File: src/rtl/display_scanner.sv
// Time-multiplexed seven-segment scan driver: per-frame input snapshot,
// common-anode digit enables, per-digit blank and blink.
module display_scanner #(
  parameter int DIGITS      = 8,
  parameter int SCAN_DIV    = 100000,
  parameter int BLINK_SCANS = 250
) (
  input  logic                  clk,
  input  logic                  rst,
  input  logic [5*DIGITS-1:0]   codes,
  input  logic [DIGITS-1:0]     blank,
  input  logic [DIGITS-1:0]     blink,
  output logic [DIGITS-1:0]     an,
  output logic [4:0]            code,
  output logic                  frame
);

  localparam int PW = (SCAN_DIV > 1) ? $clog2(SCAN_DIV) : 1;
  localparam int SW = (DIGITS > 1) ? $clog2(DIGITS) : 1;
  localparam int BW = (BLINK_SCANS > 1) ? $clog2(BLINK_SCANS) : 1;

  logic [PW-1:0]     pcnt_reg;
  logic [SW-1:0]     sel_reg;
  logic [BW-1:0]     bcnt_reg;
  logic              phase_reg;
  logic [4:0]        shadow_code_reg [DIGITS];
  logic [DIGITS-1:0] shadow_blank_reg;
  logic [DIGITS-1:0] shadow_blink_reg;
  logic [4:0]        code_in [DIGITS];
  logic [DIGITS-1:0] an_next;
  logic              tick;
  logic              wrap;
  logic              dark;

  genvar gi;
  generate
    for (gi = 0; gi < DIGITS; gi++) begin : g_split
      assign code_in[gi] = codes[5*gi +: 5];
    end
  endgenerate

  assign tick = (pcnt_reg == PW'(SCAN_DIV - 1));
  assign wrap = tick && (sel_reg == SW'(DIGITS - 1));

  always_ff @(posedge clk or posedge rst) begin
    if (rst) begin
      pcnt_reg <= '0;
      sel_reg  <= '0;
    end else begin
      pcnt_reg <= tick ? '0 : pcnt_reg + PW'(1);
      if (wrap)
        sel_reg <= '0;
      else if (tick)
        sel_reg <= sel_reg + SW'(1);
    end
  end

  // Inputs are only sampled on the frame wrap so a frame never shows torn digits.
  always_ff @(posedge clk or posedge rst) begin
    if (rst) begin
      for (int i = 0; i < DIGITS; i++)
        shadow_code_reg[i] <= '0;
      shadow_blank_reg <= '1;
      shadow_blink_reg <= '0;
    end else if (wrap) begin
      for (int i = 0; i < DIGITS; i++)
        shadow_code_reg[i] <= code_in[i];
      shadow_blank_reg <= blank;
      shadow_blink_reg <= blink;
    end
  end

  always_ff @(posedge clk or posedge rst) begin
    if (rst) begin
      bcnt_reg  <= '0;
      phase_reg <= 1'b0;
    end else if (wrap) begin
      if (bcnt_reg == BW'(BLINK_SCANS - 1)) begin
        bcnt_reg  <= '0;
        phase_reg <= ~phase_reg;
      end else begin
        bcnt_reg <= bcnt_reg + BW'(1);
      end
    end
  end

  // Blank wins over blink; blink only darkens digits during phase 1.
  assign dark = shadow_blank_reg[sel_reg] | (shadow_blink_reg[sel_reg] & phase_reg);

  always_comb begin
    an_next = '1;
    if (!dark)
      an_next[sel_reg] = 1'b0;
  end

  always_ff @(posedge clk or posedge rst) begin
    if (rst) begin
      an    <= '1;
      code  <= '0;
      frame <= 1'b0;
    end else begin
      an    <= an_next;
      code  <= shadow_code_reg[sel_reg];
      frame <= wrap;
    end
  end

endmodule

File: config.mk
export PLATFORM = sky130hd
export DESIGN_NAME = display_scanner
export DESIGN_NICKNAME = d
export VERILOG_FILES = /design/src/rtl/display_scanner.sv
export SDC_FILE = /design/constraint.sdc
export NUM_CORES = 1
export LEC_CHECK = 0
export BUFFER_PORTS_ARGS = -buffer_cell sky130_fd_sc_hd__buf_2
export CAP_MARGIN = 15
export CORE_UTILIZATION = 47
export DETAILED_ROUTE_END_ITERATION = 10
export PLACE_DENSITY = 0.67
export SLEW_MARGIN = 30
export SYNTH_ARGS = -nofsm -noshare
export SYNTH_HDL_FRONTEND = slang
export SYNTH_SLANG_ARGS = --single-unit
File: constraint.sdc
create_clock -name clk -period 7.8 [get_ports clk]
set_clock_uncertainty 0.2 [all_clocks]
set_input_delay 0.39 -clock clk [delete_from_list [all_inputs] [get_ports clk]]
set_output_delay 0.39 -clock clk [all_outputs]
set_load 0.05 [all_outputs]
* After elaboration in Yosys (flattened, before gate mapping) *
Index checks and enable logic that the tools add are counted.

storage, ports and cells
  bits of input ports = 58
  register bits after elaboration = 99

operators by class
  bitwise operators = 5
  muxes and demuxes = 14
  $lt $le $gt $ge = 3
  $add $sub $neg = 3
  equal/unequal tests = 3
  reduce and logical (&&, ||, !) cells = 4

operator list
  operator                                                                             count
  17-bit by 1-bit adder with 17-bit output, second input constant                      1
  17-bit equality test, second input constant                                          1
  17-bit two-way mux                                                                   1
  8-bit two-way mux                                                                    2
  5-bit binary-select mux with 3-bit select                                            1
  5-bit two-way mux                                                                    2
  8-bit by 1-bit adder with 8-bit output, second input constant                        1
  8-bit equality test, second input constant                                           1
  8-bit NOT                                                                            1
  1-bit binary-select mux with 3-bit select                                            2
  3-bit two-way mux                                                                    2
  4-bit greater-or-equal comparator, second input constant                             1
  3-bit by 4-bit < comparator with 1-bit output, second input constant                 1
  3-bit NOT with 4-bit output                                                          1
  3-bit by 1-bit adder with 3-bit output, second input constant                        1
  1-bit demux with 3-bit select                                                        1
  3-bit equality test, second input constant                                           1
  3-bit by 1-bit greater-or-equal comparator with 1-bit output, second input constant  1
  1-bit two-way mux                                                                    3
  1-bit logical AND                                                                    2
  2-bit AND reduction                                                                  1
  2-bit nonzero test                                                                   1
  1-bit bitwise AND                                                                    1
  1-bit NOT                                                                            1
  1-bit OR                                                                             1

* Logic depth before layout (Yosys ltp) *
  depth after elaboration = 6
  depth in mapped cells = 9
  mapped depth without buffers = 6

* Least setup slack after synthesis *
OpenSTA, ideal clock, no wires.

  path kind = reg-to-reg
  from = reg pcnt_reg[0]
  to = reg shadow_blink_reg[4]
  period minus slack after synthesis = 2,207 ps
  stages on the path, launching flop included = 10
  path slack = 5,593 ps
  data arrival time = 1,882 ps
  cell sequence = dfrtp_1 > ha_1 > and4_1 > buf_6 > and4_4 > buf_6 > and2_4 > buf_12 > buf_12 > mux2_4

between the ends
  word-level cells in the longest chain between the ends = 2

RTL lines
  what                    RTL line  RTL
  start, declared         22        logic [PW-1:0] pcnt_reg;
  start signal, assigned  50        pcnt_reg <= tick ? '0 : pcnt_reg + PW'(1);
  17-bit equality test    42        assign tick = (pcnt_reg == PW'(SCAN_DIV - 1));
  1-bit logical AND       43        assign wrap = tick && (sel_reg == SW'(DIGITS - 1));
  end signal, assigned    69        shadow_blink_reg <= blink;
  end, declared           28        logic [DIGITS-1:0] shadow_blink_reg;

No other way between the ends.
A chain may end at the register's enable or synchronous reset.

* Worst setup path in the final report *
  from = reg sel_reg[1]
  to = reg shadow_code_reg[24] in the netlist's numbering

between the ends
  word-level cells in the longest chain between the ends = 2

RTL lines
  what                           RTL line  RTL
  start, declared                23        logic [SW-1:0] sel_reg;
  start signal, assigned         54        sel_reg <= sel_reg + SW'(1);
  3-bit equality test            43
  1-bit logical AND              43
  end signal, assigned by index  67        shadow_code_reg[i] <= code_in[i];
  end, declared                  26        logic [4:0] shadow_code_reg [DIGITS];

No other way between the ends.

==> impl_results.md <==
* Vias after detailed routing at 3,018
* Post-synthesis share of cell area spent on full adders, half adders and majority gates at 1.291%
* Pre-antenna DRT Iters at 4
* P_int at 0.6776 mW
* Worst vdd rail ir drop at 0.0001151 V
* Worst-skew pair later-pin latency at 380 ps
* Count of state elements after synthesis at 99
* Post-route setup slack at 4762 ps
* Drt drc at 0
* Vias per std cell at 5.418
* Net switching fraction of the power at 23.01%
* Pin count of the biggest net entering global routing at 69
* CTS tree: done
* 1st-iter DRT viols at 129
* Logic pwr share at 3.0%
* Synth Area in Simple Gates at 10.69%
* Compound-Gate Fraction of Synth Area at 8.572%
* Mean area per synthesized cell at 13.69 µm²
* X dimension of the die at 103.5 µm
* Routed wire length at 9.369 mm
* Place WS at 4745 ps
* Power Density at 162.3 nW/µm²
* I/O Buffers at 71
* Largest driver fanout on the critical path at 35
* Fraction of layout instances using a drive strength above 1 at 42.22%
* Post-synth top cells: sky130_fd_sc_hd__dfrtp_1, sky130_fd_sc_hd__mux2_4, sky130_fd_sc_hd__nor2_1
* Overall routing resource usage at 19.15%
* First-pass GRT wire length at 15.93 mm
* Required time at the worst-slack endpoint at 7870 ps
* Diode count at 0
* Max-Slew Margin vs Limit at 45.56%
* Top cells by area in the synthesized netlist: sky130_fd_sc_hd__dfrtp_1, sky130_fd_sc_hd__mux2_4, sky130_fd_sc_hd__dfstp_2, sky130_fd_sc_hd__buf_12, sky130_fd_sc_hd__mux4_2
* CTS H-tree depth at 3
* Max-slew violations at 0
* Static Leak at 2.576 nW
* Vias in the first global route at 3,144
* Post-synth top area share at 42.86%
* Worst setup SP type: flip-flop
* Switching power summed over all nets at 0.2025 mW
* Worst-path clk slew at 100 ps
* Clk root buf: sky130_fd_sc_hd__clkbuf_8
* Worst Setup End Kind: flip-flop
* Most common cell in the synthesized netlist: sky130_fd_sc_hd__dfrtp_1
* Instance area after placement at 5202 µm²
* Run status: completed
* Number of flops mapped to enable cells by yosys at 0
* Number of top-level design ports at 72
* Ys async rst share at 100.0%
* Synthesized netlist net count at 417
* Area of the die at 10,720 µm²
* Mux share of post-synthesis cell area at 20.58%
* Buffer levels on the longest clock path at 2
* Core Rows at 36
* Max reg flops at 40
* Hold crit path type: in2reg
* Post-synthesis cell type with the largest combined area: sky130_fd_sc_hd__dfrtp_1
* Nets at 482
* Achievable clock frequency at 329.1 MHz
* Share of the yosys chip area belonging to registers at 51.54%
* Vertical die dimension at 103.5 µm
* Final Cell Area at 5421 µm²
* Area delta synth->final at 11.88%
* Critical path class: reg2reg
* Number of violations of the max-capacitance limit at 0
* DR WL/cell at 16.82 µm
* Synthesis warning total at 0
* Fraction of the cycle the final worst path needs at 38.95%
* TritonCTS Sinks at 99
* Total overflow reported by the global router at 0
* Hpwl dp at 6.394 mm
* Dominant combinational cell family by area after synthesis: multiplexers
* Flip-flop cell with the highest count after synthesis: sky130_fd_sc_hd__dfrtp_1
* Antenna Violating Nets Remaining at 0
* Post-Syn Area at 4846 µm²
* Seq pwr share at 58.3%
* Shortest clock period the worst path allows after layout at 3038 ps
* Initial antenna violation count at 0
* Part of the total power dissipated in the clock network at 38.7%
* Post-synthesis cell type count at 58
* # setup viols final at 0
* Total negative slack at 0 ps
* CP arrival at 3110 ps
* Final Wtd Congestion at 0.8315
* Endpoints failing hold at 0
* Mapped Cells at 354
* TritonCTS buffer count at 9
* Setup repair after global routing missed its margin: no
* Pin slew with the least headroom to its limit at 816.6 ps
* Total core area at 9864 µm²
* Initial standard-cell utilization of the core at 49.12%
* XOR/XNOR Fraction of Synth Area at 2.530%
* Resized Gates After CTS at 0
==> repair_timing <==
item / 4_1_cts / 5_1_grt
setup buffers: 0 / 0
hold buffers: 1 / 0
endpoints found under the hold margin: 28 / 0
==> cell usage in the layout, fill, tap and decap left out, types with 6 or more instances in the layout <==
master                      n
sky130_fd_sc_hd__nand2_1    8
sky130_fd_sc_hd__clkbuf_8   9
sky130_fd_sc_hd__dfrtp_1   83
sky130_fd_sc_hd__nand3_1   17
sky130_fd_sc_hd__buf_2     71
sky130_fd_sc_hd__nand4_1    7
sky130_fd_sc_hd__nor2b_1    7
sky130_fd_sc_hd__a21oi_1    7
sky130_fd_sc_hd__xor2_1     9
sky130_fd_sc_hd__mux2_4    56
sky130_fd_sc_hd__and3_1    10
sky130_fd_sc_hd__dfstp_2   16
sky130_fd_sc_hd__nor2_1    18
sky130_fd_sc_hd__a221oi_1   6
==> final timing paths <==
| check | startpoint | to | slack, ps | cells after the start |
|---|---|---|---|---|
| min in group asynchronous | rst | bcnt_reg[1] | 350 | 3 |
| worst min-delay path | codes[21] | shadow_code_reg[16] | 30 | 2 |
| max in group asynchronous | rst | shadow_code_reg[32] | 5890 | 4 |
| worst max register to register | sel_reg[1] | shadow_code_reg[24] | 4760 | 5 |
| worst min register to register | pcnt_reg[0] | pcnt_reg[0] | 260 | 1 |
| worst max-delay path | sel_reg[1] | shadow_code_reg[24] | 4760 | 5 |
==> worst max-delay path, stage by stage, from the launching register on <==
cell and delay [ps]:
sky130_fd_sc_hd__dfrtp_1 860, sky130_fd_sc_hd__ha_1 280, sky130_fd_sc_hd__ha_1 360, sky130_fd_sc_hd__and2_4 570, sky130_fd_sc_hd__buf_16 310, sky130_fd_sc_hd__mux2_4 330
==> power by group through the flow <==
| stage | Sequential [mW] | Clock (mW) | Combinational, mW |
|---|---|---|---|
| finish | 0.513 | 0.341 | 0.0262 |
| global route | 0.513 | 0.375 | 0.0299 |
| global placement | 0.523 | 0 | 0.0266 |
| floorplan | 0.523 | 0 | 0.00805 |
| detailed placement | 0.523 | 0 | 0.0268 |
| CTS | 0.513 | 0.352 | 0.0273 |
==> cell families (layout without fill, tap and decap cells) <==
kind of cell,after synthesis,count (layout)
AOI/OAI and AO/OA,53,53
xor gates and xnor gates,14,14
adders and majority gates,5,5
buffers and inverters,27,97
DFF,99,99
muxes,66,66
and+or+nand+nor,90,90
==> through the flow <==
stage / utilization (%) / cells / hold WS [ps] / power [mW]
final: 54.96 / 557 / 32.58 / 0.8801
after global routing: 54.96 / 557 / 1.712 / 0.9187
after CTS: 54.96 / 557 / 13.45 / 0.8931
after detailed placement: 52.74 / 540 / 220.1 / 0.5499
after global placement: 52.46 / 539 / 214.7 / 0.5497
after floorplan: - / 354 / 224.5 / 0.5311
==> layer usage <==
metal	track usage [%]	part of all wire (%)
met5	0	0
met4	6.108	1.7
met3	6.104	4.4
met2	30.68	48
met1	24.70	46
==> final cells by class <==
| class | count | area [µm²] |
|---|---|---|
| multi-input combinational | 228 | 2116 |
| sequential | 99 | 2497 |
| inverter | 6 | 25.02 |
| timing repair buffer | 75 | 407.9 |
| tap | 133 | 166.4 |
| fill | 853 | 4443 |
| clock buffer | 9 | 123.9 |
| clock inverter | 7 | 85.08 |
Power figures use the tool's default switching activity.
